==> src/rtl/jump_unit_ras_pkg.sv <==
// Shared jump decode constants and helpers for the ID-stage jump unit and its RAS.
package jump_unit_ras_pkg;

    localparam logic [5:0] OP_SPECIAL = 6'b000000;
    localparam logic [5:0] OP_J       = 6'b000010;
    localparam logic [5:0] OP_JAL     = 6'b000011;
    localparam logic [5:0] FUNCT_JR   = 6'b001000;
    localparam logic [5:0] FUNCT_JALR = 6'b001001;

    localparam logic [4:0] REG_RA = 5'd31;

    localparam int unsigned OP_LSB  = 26;
    localparam int unsigned RS_LSB  = 21;
    localparam int unsigned RD_LSB  = 11;
    localparam int unsigned JIDX_W  = 26;
    localparam int unsigned SEG_LSB = 28;

    typedef enum logic [2:0] {
        JK_NONE,
        JK_J,
        JK_JAL,
        JK_JR,
        JK_JALR
    } jump_kind_e;

    function automatic jump_kind_e decode_jump(input logic [31:0] inst);
        logic [5:0] op;
        logic [5:0] funct;
        op    = inst[OP_LSB +: 6];
        funct = inst[5:0];
        if (op == OP_J)
            return JK_J;
        else if (op == OP_JAL)
            return JK_JAL;
        else if (op == OP_SPECIAL && funct == FUNCT_JR)
            return JK_JR;
        else if (op == OP_SPECIAL && funct == FUNCT_JALR)
            return JK_JALR;
        else
            return JK_NONE;
    endfunction

endpackage

==> src/rtl/jump_unit_ras_stack.sv <==
// Circular return-address stack: push, pop, replace-top on push+pop, overwrite oldest when full.
module ras_stack #(
    parameter int unsigned ADDR_W    = 32,
    parameter int unsigned RAS_DEPTH = 8
) (
    input  logic                         clk,
    input  logic                         rst,
    input  logic                         push,
    input  logic                         pop,
    input  logic [ADDR_W-1:0]            push_data,
    output logic [ADDR_W-1:0]            top,
    output logic [$clog2(RAS_DEPTH):0]   count
);

    localparam int unsigned PTR_W = $clog2(RAS_DEPTH);
    localparam int unsigned CNT_W = PTR_W + 1;

    logic [ADDR_W-1:0] mem [RAS_DEPTH];
    logic [PTR_W-1:0]  ptr;
    logic [PTR_W-1:0]  ptr_m1;
    logic              empty;
    logic              full;

    assign ptr_m1 = ptr - PTR_W'(1);
    assign empty  = (count == '0);
    assign full   = (count == CNT_W'(RAS_DEPTH));
    assign top    = empty ? '0 : mem[ptr_m1];

    // ptr always addresses the next free slot, which is the oldest entry once full
    always_ff @(posedge clk) begin
        if (rst) begin
            ptr   <= '0;
            count <= '0;
            for (int i = 0; i < int'(RAS_DEPTH); i++)
                mem[i] <= '0;
        end else if (push && pop && !empty) begin
            mem[ptr_m1] <= push_data;
        end else if (push) begin
            mem[ptr] <= push_data;
            ptr      <= ptr + PTR_W'(1);
            if (!full)
                count <= count + CNT_W'(1);
        end else if (pop && !empty) begin
            ptr   <= ptr_m1;
            count <= count - CNT_W'(1);
        end
    end

endmodule

==> src/rtl/jump_unit_ras.sv <==
// ID-stage jump decode with link generation and return-address-stack prediction.
module jump_unit_ras
    import jump_unit_ras_pkg::*;
#(
    parameter int unsigned ADDR_W      = 32,
    parameter int unsigned RAS_DEPTH   = 8,
    parameter int unsigned LINK_OFFSET = 8,
    parameter int unsigned MISS_CNT_W  = 16
) (
    input  logic                        clk,
    input  logic                        rst,
    input  logic                        inst_valid,
    input  logic                        stall,
    input  logic [ADDR_W-1:0]           pc,
    input  logic [31:0]                 inst,
    input  logic [ADDR_W-1:0]           rs_data,
    output logic                        inst_j,
    output logic                        branch_flag,
    output logic [ADDR_W-1:0]           branch_addr,
    output logic [ADDR_W-1:0]           operand_1,
    output logic [ADDR_W-1:0]           operand_2,
    output logic                        write_reg_en,
    output logic [4:0]                  write_reg_addr,
    output logic                        ras_pred_valid,
    output logic [ADDR_W-1:0]           ras_pred_addr,
    output logic                        ras_mispredict,
    output logic [$clog2(RAS_DEPTH):0]  ras_count,
    output logic [MISS_CNT_W-1:0]       miss_count
);

    localparam int unsigned CNT_W = $clog2(RAS_DEPTH) + 1;

    jump_kind_e            kind;
    logic [4:0]            rs_idx;
    logic [4:0]            rd_idx;
    logic [ADDR_W-1:0]     pc_plus4;
    logic [ADDR_W-1:0]     link;
    logic [ADDR_W-1:0]     j_target;
    logic                  live;
    logic                  push;
    logic                  pop;
    logic                  mispredict_raw;
    logic [ADDR_W-1:0]     stk_top;
    logic [CNT_W-1:0]      stk_count;
    logic [MISS_CNT_W-1:0] miss_q;
    logic                  unused_pc_low;

    assign kind          = inst_valid ? decode_jump(inst) : JK_NONE;
    assign rs_idx        = inst[RS_LSB +: 5];
    assign rd_idx        = inst[RD_LSB +: 5];
    assign pc_plus4      = pc + ADDR_W'(4);
    assign link          = pc + ADDR_W'(LINK_OFFSET);
    assign j_target      = {pc_plus4[ADDR_W-1:SEG_LSB], inst[JIDX_W-1:0], 2'b00};
    assign unused_pc_low = ^pc_plus4[SEG_LSB-1:0];

    // Stack traffic only advances on an unstalled live instruction
    assign live = inst_valid && !stall;
    assign push = live && (kind == JK_JAL || (kind == JK_JALR && rd_idx == REG_RA));
    assign pop  = live && (kind == JK_JR || kind == JK_JALR) && rs_idx == REG_RA;

    assign mispredict_raw = pop && (stk_count == '0 || stk_top != rs_data);

    ras_stack #(
        .ADDR_W    (ADDR_W),
        .RAS_DEPTH (RAS_DEPTH)
    ) u_ras_stack (
        .clk       (clk),
        .rst       (rst),
        .push      (push),
        .pop       (pop),
        .push_data (link),
        .top       (stk_top),
        .count     (stk_count)
    );

    always_ff @(posedge clk) begin
        if (rst)
            miss_q <= '0;
        else if (mispredict_raw && miss_q != '1)
            miss_q <= miss_q + MISS_CNT_W'(1);
    end

    // Decode outputs; everything reads zero while reset is held
    always_comb begin
        inst_j         = 1'b0;
        branch_flag    = 1'b0;
        branch_addr    = '0;
        operand_1      = '0;
        operand_2      = '0;
        write_reg_en   = 1'b0;
        write_reg_addr = '0;
        if (!rst) begin
            case (kind)
                JK_J: begin
                    inst_j      = 1'b1;
                    branch_flag = 1'b1;
                    branch_addr = j_target;
                end
                JK_JAL: begin
                    inst_j         = 1'b1;
                    branch_flag    = 1'b1;
                    branch_addr    = j_target;
                    operand_1      = link;
                    write_reg_en   = 1'b1;
                    write_reg_addr = REG_RA;
                end
                JK_JR: begin
                    inst_j      = 1'b1;
                    branch_flag = 1'b1;
                    branch_addr = rs_data;
                end
                JK_JALR: begin
                    inst_j         = 1'b1;
                    branch_flag    = 1'b1;
                    branch_addr    = rs_data;
                    operand_1      = link;
                    write_reg_en   = 1'b1;
                    write_reg_addr = rd_idx;
                end
                default: ;
            endcase
        end
    end

    assign ras_pred_valid = !rst && stk_count != '0;
    assign ras_pred_addr  = rst ? '0 : stk_top;
    assign ras_mispredict = !rst && mispredict_raw;
    assign ras_count      = rst ? '0 : stk_count;
    assign miss_count     = rst ? '0 : miss_q;

endmodule

==> config.mk <==
export PLATFORM = sky130hd
export DESIGN_NAME = jump_unit_ras
export DESIGN_NICKNAME = d
export VERILOG_FILES = /design/src/rtl/jump_unit_ras_pkg.sv /design/src/rtl/jump_unit_ras_stack.sv /design/src/rtl/jump_unit_ras.sv
export SDC_FILE = /design/constraint.sdc
export NUM_CORES = 1
export LEC_CHECK = 0
export BUFFER_PORTS_ARGS = -buffer_cell sky130_fd_sc_hd__buf_2
export CELL_PAD_IN_SITES_DETAIL_PLACEMENT = 0
export CELL_PAD_IN_SITES_GLOBAL_PLACEMENT = 1
export CORE_MARGIN = 3
export CORE_UTILIZATION = 40
export CTS_CLUSTER_SIZE = 12
export DETAILED_ROUTE_END_ITERATION = 7
export GPL_TIMING_DRIVEN = 0
export PLACE_DENSITY = 0.85
export SYNTH_ARGS = -nofsm -noshare
export SYNTH_HDL_FRONTEND = slang
export SYNTH_SLANG_ARGS = --single-unit
==> constraint.sdc <==
create_clock -name clk -period 5.1 [get_ports clk]
set_input_delay 1.53 -clock clk [delete_from_list [all_inputs] [get_ports clk]]
set_output_delay 1.53 -clock clk [all_outputs]
set_load 0.1 [all_outputs]
==> results of run 1 <==
-- registers in the layout, summed over array words and instances (netlist names) --
| register | flops |
|---|---|
| u_ras_stack.mem | 256 |
| u_ras_stack.count | 4 |
| miss_q | 16 |
| u_ras_stack.ptr | 3 |
-- metal layers --
| layer | track usage | share of wire | vias to the layer above |
|---|---|---|---|
| met3 | 0.0542 | 0.10 | 189 |
| li1 | - | - | 5498 |
| met1 | 0.332 | 0.36 | 6262 |
| met4 | 0.154 | 0.062 | 2 |
| met5 | 0 | 0.00023 | - |
| met2 | 0.457 | 0.48 | 879 |
-- cell type report --
type	instances	area share
sequential	279	0.413
clock buffer	45	0.0398
multi-input combinational	953	0.349
buffer	111	0.0466
timing repair buffer	307	0.116
clock inverter	7	0.00304
inverter	13	0.00349
tap	461	0.0292
-- worst max-delay path, delay by kind of cell, from the launching register on --
family,cells,cell delay [ns]
AOI/OAI and AO/OA,3,0.74
adders and majority gates,1,0.30
buffers and inverters,8,0.98
DFF,1,0.38
muxes,1,0.18
and+or+nand+nor,5,1.06
-- worst paths after layout --
check,start,endpoint,slack [ns],cells after the start
setup / recovery,u_ras_stack.ptr[0]$_SDFFE_PP0P_,ras_mispredict,-0.66,18
hold / removal,miss_q[15]$_SDFFE_PP0P_,miss_q[15]$_SDFFE_PP0P_,0.51,2
setup reg to reg,u_ras_stack.ptr[0]$_SDFFE_PP0P_,miss_q[8]$_SDFFE_PP0P_,0.96,18
hold reg to reg,miss_q[15]$_SDFFE_PP0P_,miss_q[15]$_SDFFE_PP0P_,0.51,2
-- repair_timing --
item,CTS,global route
gates cloned,2,0
pin swaps,28,24
hold buffers,0,0
buffers inserted,57,15
resized for setup,240,52
endpoints found under the setup margin,158,72
-- synth_stat cells (6+ instances only) --
cell,instances,area [um2]
nand4_1,27,169
or3_1,8,50.1
dfxtp_1,23,460
a21oi_1,11,55.1
nand2b_1,13,81.3
inv_1,7,26.3
mux2i_1,70,701
buf_4,41,308
nor2_1,374,1400
nor2b_1,24,150
mux2_4,6,90.1
nor3b_1,9,67.6
clkbuf_1,50,188
o21ai_0,22,110
nand2_1,45,169
edfxtp_1,256,7690
mux4_2,41,923
a22o_1,30,263
nand3_1,63,315
buf_2,6,30.0
xor2_1,30,263
ha_1,6,75.1
buf_6,10,113
nor3_1,25,125
mux2_1,8,90.1
and3_1,11,68.8
xnor2_1,22,193
-- report_power, final --
group | internal (mW) | switching (mW)
logic | 0.380 | 0.605
clock network | 1.10 | 0.866
registers | 2.56 | 0.0219
-- cell families (layout without fill, tap and decap cells) --
logic type | count (synthesis) | count (layout)
buffers and inverters | 125 | 483
AOI/OAI and AO/OA | 103 | 103
and+or+nand+nor | 627 | 627
adders and majority gates | 7 | 7
xor gates and xnor gates | 53 | 53
other | 1 | 32
DFF | 279 | 279
muxes | 131 | 131
==> impl_metrics.env, run 1 <==
export IMPL_status="finished, violations left"
export IMPL_failed_checks="DRC, setup timing"
export IMPL_crit_top_cell="buf_12"
export IMPL_synthSimpleGateAreaFrac=0.190
export IMPL_fin_nets=1801
export IMPL_ant_nets=0
export IMPL_setup_worst_path_end_class="primary output"
export IMPL_hold_viol_final=0
export IMPL_vias_per_cell=5.90
export IMPL_drv_slew=0
export IMPL_dieWidth_um=199
export IMPL_drv_cap=0
export IMPL_setup_viol=4
export IMPL_seq_area_frac_synth=0.548
export IMPL_yosysWarnings=0
export IMPL_grt_usage=0.273
export IMPL_first_pass_iters=8
export IMPL_critPathMaxStageDelay_ns=0.45
export IMPL_muxShareOfSynthArea=0.126
export IMPL_synth_edf_count=256
export IMPL_synth_fa_ha_area_frac=0.00639
export IMPL_cp_arrival_ns=4.23
export IMPL_grt_pass1_wl_mm=79.4
export IMPL_drc=2
export IMPL_fmax_mhz=174
export IMPL_relSlewSlack=0.201
export IMPL_overflow=0
export IMPL_nFillCells=3018
export IMPL_synthCells=1326
export IMPL_slowest_stage="o41a_4"
export IMPL_rows=69
export IMPL_setup_tns_ns=-0.733
export IMPL_antenna_diode_count=0
export IMPL_design_core_area_um2=36100
export IMPL_num_vias=12800
export IMPL_grt_setup_unrepaired="yes"
export IMPL_cts_tree="yes"
export IMPL_syn_cell_area_um2=14900
export IMPL_seq_area_um2=8150
export IMPL_die_y_um=199
export IMPL_dpl_cell_count=2051
export IMPL_cp_required_ns=3.57
export IMPL_finalCritPeriodShare=1.13
export IMPL_place_area_um2=17100
export IMPL_mostFrequentLayoutCells="nor2_1 (348), edfxtp_1 (256), buf_2 (155)"
export IMPL_root_buffer="clkbuf_16"
export IMPL_path_clk_slew_ns=0.06
export IMPL_routed_wl_mm=56.0
export IMPL_clock_skew_ns=0.0167
export IMPL_wl_per_cell_um=25.7
export IMPL_gp_congestion=0.899
export IMPL_final_cells=2176
export IMPL_final_common_cell="nor2_1"
export IMPL_power_density_nw_per_um2=280
export IMPL_grt_pass1_vias=12600
export IMPL_htreeDepth=1
export IMPL_cts_sinks=279
export IMPL_ir_drop_uv=223
export IMPL_hold_slack_ns=0.512
export IMPL_hp_class="register to register"
export IMPL_worst_pin_slew_ns=1.19
export IMPL_synth_ff_type="edfxtp_1"
export IMPL_synth_compound_area_frac=0.0504
export IMPL_cp_cell_sequence="buf_12 -> inv_12 -> buf_12 -> buf_12 -> ha_4 -> buf_12 -> buf_12 -> clkbuf_16 -> mux2i_1 -> nand3_1 -> nand4_1 -> nor2_2 -> nor4_2 -> o211ai_1 -> nor4b_2 -> o21ai_1 -> o41a_4 -> buf_12"
export IMPL_dp_hpwl_mm=38.4
export IMPL_cts_buffer_depth=3
export IMPL_die_area_um2=39500
export IMPL_initial_core_util=0.412
export IMPL_async_flop_share=0
export IMPL_antenna_found_initial=1
export IMPL_synth_xor_xnor_area_share=0.0317
export IMPL_post_route_util=0.547
export IMPL_synth_top_family_by_area="simple AND/OR/NAND/NOR gates"
export IMPL_power_total_mw=5.53
export IMPL_syn_area_per_cell_um2=11.2
export IMPL_design_area_um2=19700
export IMPL_pin_count=258
export IMPL_fin_ws_ns=-0.660
export IMPL_dp_slack_ns=-1.58
export IMPL_crit_type="register to primary output"
export IMPL_portBuffers=225
export IMPL_p_leak_nw=7.79
export IMPL_drive_above_1_share=0.331
export IMPL_cp_max_fo=10
export IMPL_synthToLayoutAreaGrowth_pct=32.7
export IMPL_synth_cell_types=66
export IMPL_drt_iter0_drc=1643
export IMPL_insertion_delay_ns=0.56
export IMPL_multi_input_area_um2=6890
export IMPL_min_period_ns=5.76
export IMPL_grt_max_degree=25
export IMPL_synth_seq_cells=279
export IMPL_numCtsBuffers=29
export IMPL_setup_worst_path_start_class="register"
No activity file was read; power rests on OpenSTA's default activity.
==> run 2: changes to the inputs <==
Settings changed: CELL_PAD_IN_SITES_DETAIL_PLACEMENT 0 to 1, CORE_UTILIZATION 40 to 42, CTS_BUF_LIST from default to sky130_fd_sc_hd__clkbuf_8, PLACE_DENSITY 0.85 to 0.88.
==> impl_metrics.env, run 2 (synthesized netlist as in run 1, its figures left out) <==
export IMPL_largest_reg_flops=256
export IMPL_dieWidth_um=194
export IMPL_portBuffers=225
export IMPL_routed_wl_mm=76.2
export IMPL_vias_per_cell=6.68
export IMPL_die_y_um=194
export IMPL_hp_start="miss_q[15]$_SDFFE_PP0P_"
export IMPL_setup_worst_path_end_class="primary output"
export IMPL_cts_buffer_depth=3
export IMPL_overflow=0
export IMPL_hold_viol_final=0
export IMPL_nFillCells=3647
export IMPL_min_period_ns=5.93
export IMPL_drc=0
export IMPL_htreeDepth=2
export IMPL_clkPwrFrac=0.347
export IMPL_gp_congestion=0.939
export IMPL_ant_nets=0
export IMPL_dp_hpwl_mm=42.9
export IMPL_regMostFlops="u_ras_stack.mem"
export IMPL_design_core_area_um2=34700
export IMPL_cts_sinks=279
export IMPL_largestRegisters="u_ras_stack.mem: 256 flops, miss_q: 16 flops, u_ras_stack.count: 4 flops"
export IMPL_fmax_mhz=169
export IMPL_p_switching_mw=1.78
export IMPL_cp_arrival_ns=4.40
export IMPL_seqPwrFrac=0.461
export IMPL_ctsHoldBuffers=0
export IMPL_wl_per_cell_um=34.4
export IMPL_relSlewSlack=0.157
export IMPL_path_clk_slew_ns=0.08
export IMPL_grt_pass1_wl_mm=103
export IMPL_worst_pin_slew_ns=1.25
export IMPL_r2r_start="u_ras_stack.ptr[0]$_SDFFE_PP0P_"
export IMPL_failed_checks="setup timing"
export IMPL_setup_tns_ns=-3.73
export IMPL_hp_class="register to register"
export IMPL_finalCritPeriodShare=1.16
export IMPL_clock_skew_ns=0.0420
export IMPL_p_sw_frac=0.316
export IMPL_grt_max_degree=23
export IMPL_p_comb_frac=0.193
export IMPL_drive_above_1_share=0.354
export IMPL_cp_max_fo=6
export IMPL_numCtsBuffers=48
export IMPL_p_leak_nw=7.94
export IMPL_antenna_found_initial=1
export IMPL_cp_required_ns=3.57
export IMPL_power_density_nw_per_um2=281
export IMPL_fin_nets=1831
export IMPL_grt_setup_unrepaired="yes"
export IMPL_pin_count=258
export IMPL_internal_power_mw=3.86
export IMPL_seq_area_um2=8150
export IMPL_drt_iter0_drc=2019
export IMPL_fin_ws_ns=-0.826
export IMPL_final_common_cell="nor2_1"
export IMPL_grt_pass1_vias=15000
export IMPL_synthToLayoutAreaGrowth_pct=34.9
export IMPL_die_area_um2=37700
export IMPL_status="finished, violations left"
export IMPL_mostFrequentLayoutCells="nor2_1 (346), edfxtp_1 (256), buf_2 (151)"
export IMPL_num_vias=14800
export IMPL_crit_type="register to primary output"
export IMPL_setup_worst_path_start_class="register"
export IMPL_initial_core_util=0.428
export IMPL_design_area_um2=20100
export IMPL_multi_input_area_um2=7040
export IMPL_cts_tree="yes"
export IMPL_grt_usage=0.366
export IMPL_insertion_delay_ns=0.59
export IMPL_setup_viol=82
export IMPL_drv_cap=0
export IMPL_root_buffer="clkbuf_8"
export IMPL_place_area_um2=17100
export IMPL_ir_drop_uv=158
export IMPL_drv_slew=0
export IMPL_rows=68
export IMPL_crit_start="u_ras_stack.ptr[0]$_SDFFE_PP0P_"
export IMPL_first_pass_iters=5
==> run 2: path summary, 6_finish.rpt <==
check | to | slack, ns | cells past startpoint
max | ras_mispredict | -0.83 | 16
min | miss_q[15]$_SDFFE_PP0P_ | 0.52 | 2
max reg2reg | miss_q[4]$_SDFFE_PP0P_ | 0.45 | 26
min reg2reg | miss_q[15]$_SDFFE_PP0P_ | 0.52 | 2
==> run 2: cell type report <==
cell class,count,share of cell area
antenna,1,0.000125
buffer,111,0.0453
clock buffer,50,0.0343
clock inverter,35,0.00767
inverter,13,0.00368
multi-input combinational,953,0.351
sequential,279,0.406
tap,455,0.0284
timing repair buffer,318,0.123
==> run 2: through the flow <==
stage,util,setup WS (ns),std cells,total power [mW],hold WS [ns]
after floorplan,-,-0.374,1357,3.13,0.467
after global placement,0.487,-1.62,2037,3.37,0.487
after detailed placement,0.492,-1.43,2045,3.42,0.498
after CTS,0.558,-0.672,2181,5.35,0.506
after global routing,0.578,-0.884,2214,5.71,0.552
final,0.578,-0.826,2215,5.64,0.521
==> run 2: layer usage <==
layer	wire length, um	up-vias	GRT usage
met2	34100	1606	0.590
met4	7610	2	0.249
met1	24600	7085	0.421
met3	9870	549	0.110
met5	69	-	0
li1	-	5550	-
==> run 2: power by group through the flow <==
stage	clock [mW]	sequential [mW]	combinational [mW]
finish	1.95	2.60	1.09
global route	2.02	2.60	1.09
CTS	1.83	2.59	0.927
detailed placement	0	2.63	0.786
global placement	0	2.63	0.745
floorplan	0	2.62	0.505
==> run 2: worst max-delay path, stage by stage (launching register included) <==
cell       delay (ns)
dfxtp_4          0.39
buf_16           0.14
inv_12           0.04
buf_12           0.12
buf_12           0.12
ha_4             0.18
xor2_4           0.17
buf_6            0.18
buf_4            0.17
buf_4            0.26
mux4_2           0.28
mux2i_2          0.15
a2111oi_1        0.54
a221o_1          0.27
o211ai_1         0.14
o41a_4           0.46
buf_12           0.17
==> run 2: what timing repair did <==
item                                    in CTS  in global routing
cloned                                       1                  0
buffers inserted                            50                 34
pin swaps                                   34                 34
gates resized for setup                    247                116
endpoints found under the setup margin     574                 83
hold endpoints to repair                     0                  0
